### src/rtl/stream_pkg.sv
// Shared types and constants for the stream blocks.
// The merge buffer depth and the source tag type live here so neighbours agree on them.
package stream_pkg;

  localparam int MERGE_DEPTH = 2;

  typedef logic [0:0] src_t;

endpackage

### src/rtl/stream_merge_fifo2.sv
// Two-entry FIFO used as the output buffer of stream_merge.
// The caller guarantees no push when full and no pop when empty.
module fifo2
  import stream_pkg::*;
#(
  parameter int width = 9
) (
  input  logic             clock,
  input  logic             reset,
  input  logic             push,
  input  logic [width-1:0] push_data,
  input  logic             pop,
  output logic [width-1:0] head_data,
  output logic [1:0]       count
);

  logic [width-1:0] mem [MERGE_DEPTH];
  logic             wr_ptr;
  logic             rd_ptr;

  // NOTE: the entries are reset too, so the head reads as zero after reset
  // instead of whatever the storage powered up with.
  always_ff @(posedge clock or posedge reset) begin
    if (reset) begin
      wr_ptr <= 1'b0;
      rd_ptr <= 1'b0;
      count  <= 2'd0;
      for (int i = 0; i < MERGE_DEPTH; i++) begin
        mem[i] <= '0;
      end
    end else begin
      // NOTE: non-blocking assignments here, so every register sees the
      // pre-edge values of the others regardless of statement order.
      if (push) begin
        mem[wr_ptr] <= push_data;
        wr_ptr      <= ~wr_ptr;
      end
      if (pop) begin
        rd_ptr <= ~rd_ptr;
      end
      case ({push, pop})
        2'b10:   count <= count + 2'd1;
        2'b01:   count <= count - 2'd1;
        default: count <= count;
      endcase
    end
  end

  assign head_data = mem[rd_ptr];

endmodule

### src/rtl/stream_merge.sv
// Round-robin merge of two valid/ready streams into one tagged stream.
// Input readies depend only on buffer occupancy and input valids, never on s_ready.
module stream_merge
  import stream_pkg::*;
#(
  parameter int width = 8
) (
  input  logic             clock,
  input  logic             reset,
  input  logic [width-1:0] m0_data,
  input  logic             m0_valid,
  output logic             m0_ready,
  input  logic [width-1:0] m1_data,
  input  logic             m1_valid,
  output logic             m1_ready,
  output logic [width-1:0] s_data,
  output logic             s_src,
  output logic             s_valid,
  input  logic             s_ready
);

  logic [1:0]     count;
  logic           space;
  src_t           grant;
  src_t           prio;
  logic           push;
  logic           pop;
  logic [width:0] push_entry;
  logic [width:0] head_entry;

  assign space = (count < 2'(MERGE_DEPTH));

  // NOTE: grant gets a default before the if-chain so no path leaves it
  // unassigned, which would otherwise infer a latch.
  always_comb begin
    grant = 1'b0;
    if (m0_valid && m1_valid) begin
      grant = prio;
    end else if (m1_valid) begin
      grant = 1'b1;
    end
  end

  assign m0_ready = ~reset & space & (grant == 1'b0);
  assign m1_ready = ~reset & space & (grant == 1'b1);

  assign push       = (m0_valid & m0_ready) | (m1_valid & m1_ready);
  assign push_entry = {grant, (grant == 1'b1) ? m1_data : m0_data};
  assign pop        = s_valid & s_ready;

  // The loser of this push is preferred next time; idle cycles leave prio alone.
  always_ff @(posedge clock or posedge reset) begin
    if (reset) begin
      prio <= 1'b0;
    end else if (push) begin
      prio <= ~grant;
    end
  end

  fifo2 #(
    .width(width + 1)
  ) u_fifo (
    .clock    (clock),
    .reset    (reset),
    .push     (push),
    .push_data(push_entry),
    .pop      (pop),
    .head_data(head_entry),
    .count    (count)
  );

  assign s_valid = (count != 2'd0);
  assign s_src   = head_entry[width];
  assign s_data  = head_entry[width-1:0];

endmodule

### config.mk
export PLATFORM = sky130hd
export DESIGN_NAME = stream_merge
export DESIGN_NICKNAME = d
export VERILOG_FILES = /design/src/rtl/stream_pkg.sv /design/src/rtl/stream_merge_fifo2.sv /design/src/rtl/stream_merge.sv
export SDC_FILE = /design/constraint.sdc
export NUM_CORES = 1
export LEC_CHECK = 0
export ABC_AREA = 1
export CORE_ASPECT_RATIO = 1.4
export CORE_MARGIN = 1
export CORE_UTILIZATION = 51
export DETAILED_ROUTE_END_ITERATION = 16
export PLACE_DENSITY = 0.85
export SYNTH_ARGS = -nofsm -noshare
export SYNTH_HDL_FRONTEND = slang
export SYNTH_SLANG_ARGS = --single-unit
### constraint.sdc
create_clock -name clock -period 3 [get_ports clock]
set_input_delay 0.6 -clock clock [delete_from_list [all_inputs] [get_ports clock]]
set_output_delay 0.6 -clock clock [all_outputs]
set_load 0.02 [all_outputs]
==> impl_metrics.ini <==
[outcome]
status = complete, no violations

[critical_path]
crit_buf_inv = 2
max_stage_delay_ns = 0.66
slowest_stage = clkdlybuf4s50_1
cp_top_family = buffers and inverters
worstPathMaxFanout = 11
worstPathArrival_ns = 2.24
crit_chain = clkdlybuf4s50_1 -> nand2_4 -> nand2_4 -> nor2_1 -> clkdlybuf4s50_1
critPathKind = in -> out
cp-start-kind = input port
critPathCaptureType = primary output
critPathRequiredTime_ns = 2.40

[detailed_routing]
vias_per_cell = 5.34
wl_per_cell_um = 13.0
wl_met3_um = 103
vias = 1063
wirelength_mm = 2.59
ant_nets = 0
first_pass_iters = 5
wl_met1_mm = 1.09
highest_layer = met4
met2WireLength_mm = 1.35
dr.first_iter.drc_count = 23
drc = 0

[sta]
hold_viol_final = 0
period_share_pct = 94.6
skew_ns = 0.00156
slew_headroom_pct = 70.6
setup_violations = 0
drv_slew = 0
tns_ns = 0
tightest_slew_ns = 0.442
fin_crit_ns = 2.84
grt_setup_unrepaired = false
max_freq_mhz = 352
postLayoutSetupSlackWorst_ns = 0.161

[pwr]
p_int_mw = 0.873
powerDensity_mw_per_mm2 = 937
power.leakage_nw = 0.794
p_sw_mw = 0.593
combPwrFrac_pct = 51.5
swShare_pct = 40.5
irDropWorstVdd_mv = 0.541
seqPwrFrac_pct = 38.9
clkPwrFrac_pct = 9.6

[grt]
grt_pass1_wl_mm = 4.51
grt_usage_pct = 23.3
grt.overflow.total = 0
grt_pass1_vias = 1108
grt_max_degree = 24
antenna_found_initial = 0

[die]
initial_utilization_pct = 54.7
num_io_pins = 33
core-area_mm2 = 0.00220
fp-row-count = 20
die_area_mm2 = 0.00256
die_y_um = 59.5
die_w_um = 43.1

[logic_synthesis]
yosys-top-cells-area = dfrtp_1 (48%), nand2_1 (18%), nand3_1 (10%)
ys_types = 19
synth_top_area_share_pct = 47.8
synth_top_area_cell = dfrtp_1
synth_seq_cells = 23
netlist_area_mm2 = 0.00120
synthCells = 143
syn-num-nets = 165
ys_warn_count = 0
synth.avg_cell_area_um2 = 8.42
synth_seq_area_share_pct = 47.8

[cts]
cts_setup_buffers = 0
clk_pin_slew_worst_paths_ns = 0.12
h-tree-depth = 1
clock-sinks = 23
clock_path_buffers = 2
numCtsBuffers = 3
cts_tree = done
ctsHoldBuffers = 0
cts-root-buf = clkbuf_4
cts_resized = 0
clkLatencyLatePin_ns = 0.30

[placed_design]
place_hpwl_mm = 1.91
gp_congestion = 0.778
pre_cts_ws_ns = 0.169
io_buffers = 32

[cells_and_area]
final_cell_mix = nand2_1 (59), clkdlybuf4s50_1 (32), nand3_1 (24)
post-route-util_pct = 71.0
final_common_cell = nand2_1
final_nets = 200
nFillCells = 185
area_growth_pct = 29.9
final_layout_size_suffix_gt1_share_pct = 11.9
antenna_cells = 0

[worst_hold_path]
hp-class = reg -> reg

[run]
drv_cap = 0
logic make-up (layout without fill, tap and decap cells):
family | count (synthesis) | count (layout) | share of synthesized area (%)
buf+inv | 13 | 47 | 5.51
mux | 9 | 9 | 8.42
compound gates | 4 | 4 | 2.60
simple gates | 90 | 90 | 32.4
fa+ha+maj | 1 | 1 | 1.04
flops | 23 | 23 | 47.8
xor+xnor | 3 | 3 | 2.18
sequential cells by signal (all words and copies together) (netlist names):
name	cells
u_fifo.wr_ptr	1
prio	1
u_fifo.count	2
u_fifo.mem	18
u_fifo.rd_ptr	1
worst min-delay path, stage by stage (launching register included):
cell	delay (ns)
dfrtp_1	0.36
nand2_1	0.05
nand2_1	0.04
Yosys cell counts:
cell type / number
buf_2: 2
nand2_4: 2
a21oi_1: 1
mux2_2: 9
nand2_1: 59
xnor2_1: 2
inv_1: 7
buf_4: 2
nor2_1: 2
or2_2: 1
a21oi_4: 1
nand3_1: 24
nand2_2: 2
o21ai_0: 2
xor2_1: 1
ha_1: 1
dfrtp_1: 23
clkinv_1: 1
buf_6: 1
per-stage QoR:
| step | hold slack [ns] | instance area, um^2 | power (mW) | cells |
|---|---|---|---|---|
| final | 0.484 | 1560 | 1.47 | 199 |
| after global placement | 0.448 | 1540 | 1.31 | 195 |
| after detailed placement | 0.458 | 1540 | 1.34 | 195 |
| after floorplan | 0.436 | 1200 | 1.05 | 143 |
| after CTS | 0.488 | 1560 | 1.47 | 199 |
| after global routing | 0.495 | 1560 | 1.58 | 199 |
power groups by stage:
| stage | Combinational [mW] | Clock [mW] | Sequential [mW] |
|---|---|---|---|
| floorplan | 0.543 | 0 | 0.511 |
| global placement | 0.741 | 0 | 0.567 |
| detailed placement | 0.760 | 0 | 0.577 |
| CTS | 0.761 | 0.142 | 0.571 |
| global route | 0.830 | 0.155 | 0.594 |
| finish | 0.755 | 0.141 | 0.570 |
cell type report:
class | count | area (um^2) | area share (%)
sequential | 23 | 576 | 36.8
clock buffer | 4 | 26.3 | 1.68
inverter | 8 | 30.0 | 1.92
multi-input combinational | 107 | 562 | 35.9
timing repair buffer | 35 | 343 | 21.9
tap | 22 | 27.5 | 1.76
path summary, 6_finish.rpt:
path,startpoint,end,slack (ns),cells after the start
hold / removal,u_fifo.mem[5]$_DFFE_PP0P_,u_fifo.mem[5]$_DFFE_PP0P_,0.48,2
hold reg to reg,u_fifo.mem[5]$_DFFE_PP0P_,u_fifo.mem[5]$_DFFE_PP0P_,0.48,2
max in group asynchronous,reset,u_fifo.mem[5]$_DFFE_PP0P_,2.08,3
setup / recovery,m0_valid,m1_ready,0.16,5
min in group asynchronous,reset,u_fifo.mem[1]$_DFFE_PP0P_,0.70,3
setup reg to reg,u_fifo.count[0]$_DFFE_PP0P_,u_fifo.count[1]$_DFFE_PP0P_,1.34,7
routing by layer:
layer  global-route usage, %  up-vias
li1                        -      526
met1                    25.7      502
met2                    44.2       29
met3                    2.44        6
met4                    10.4        0
met5                       0        -
Power figures use the tool's default switching activity.
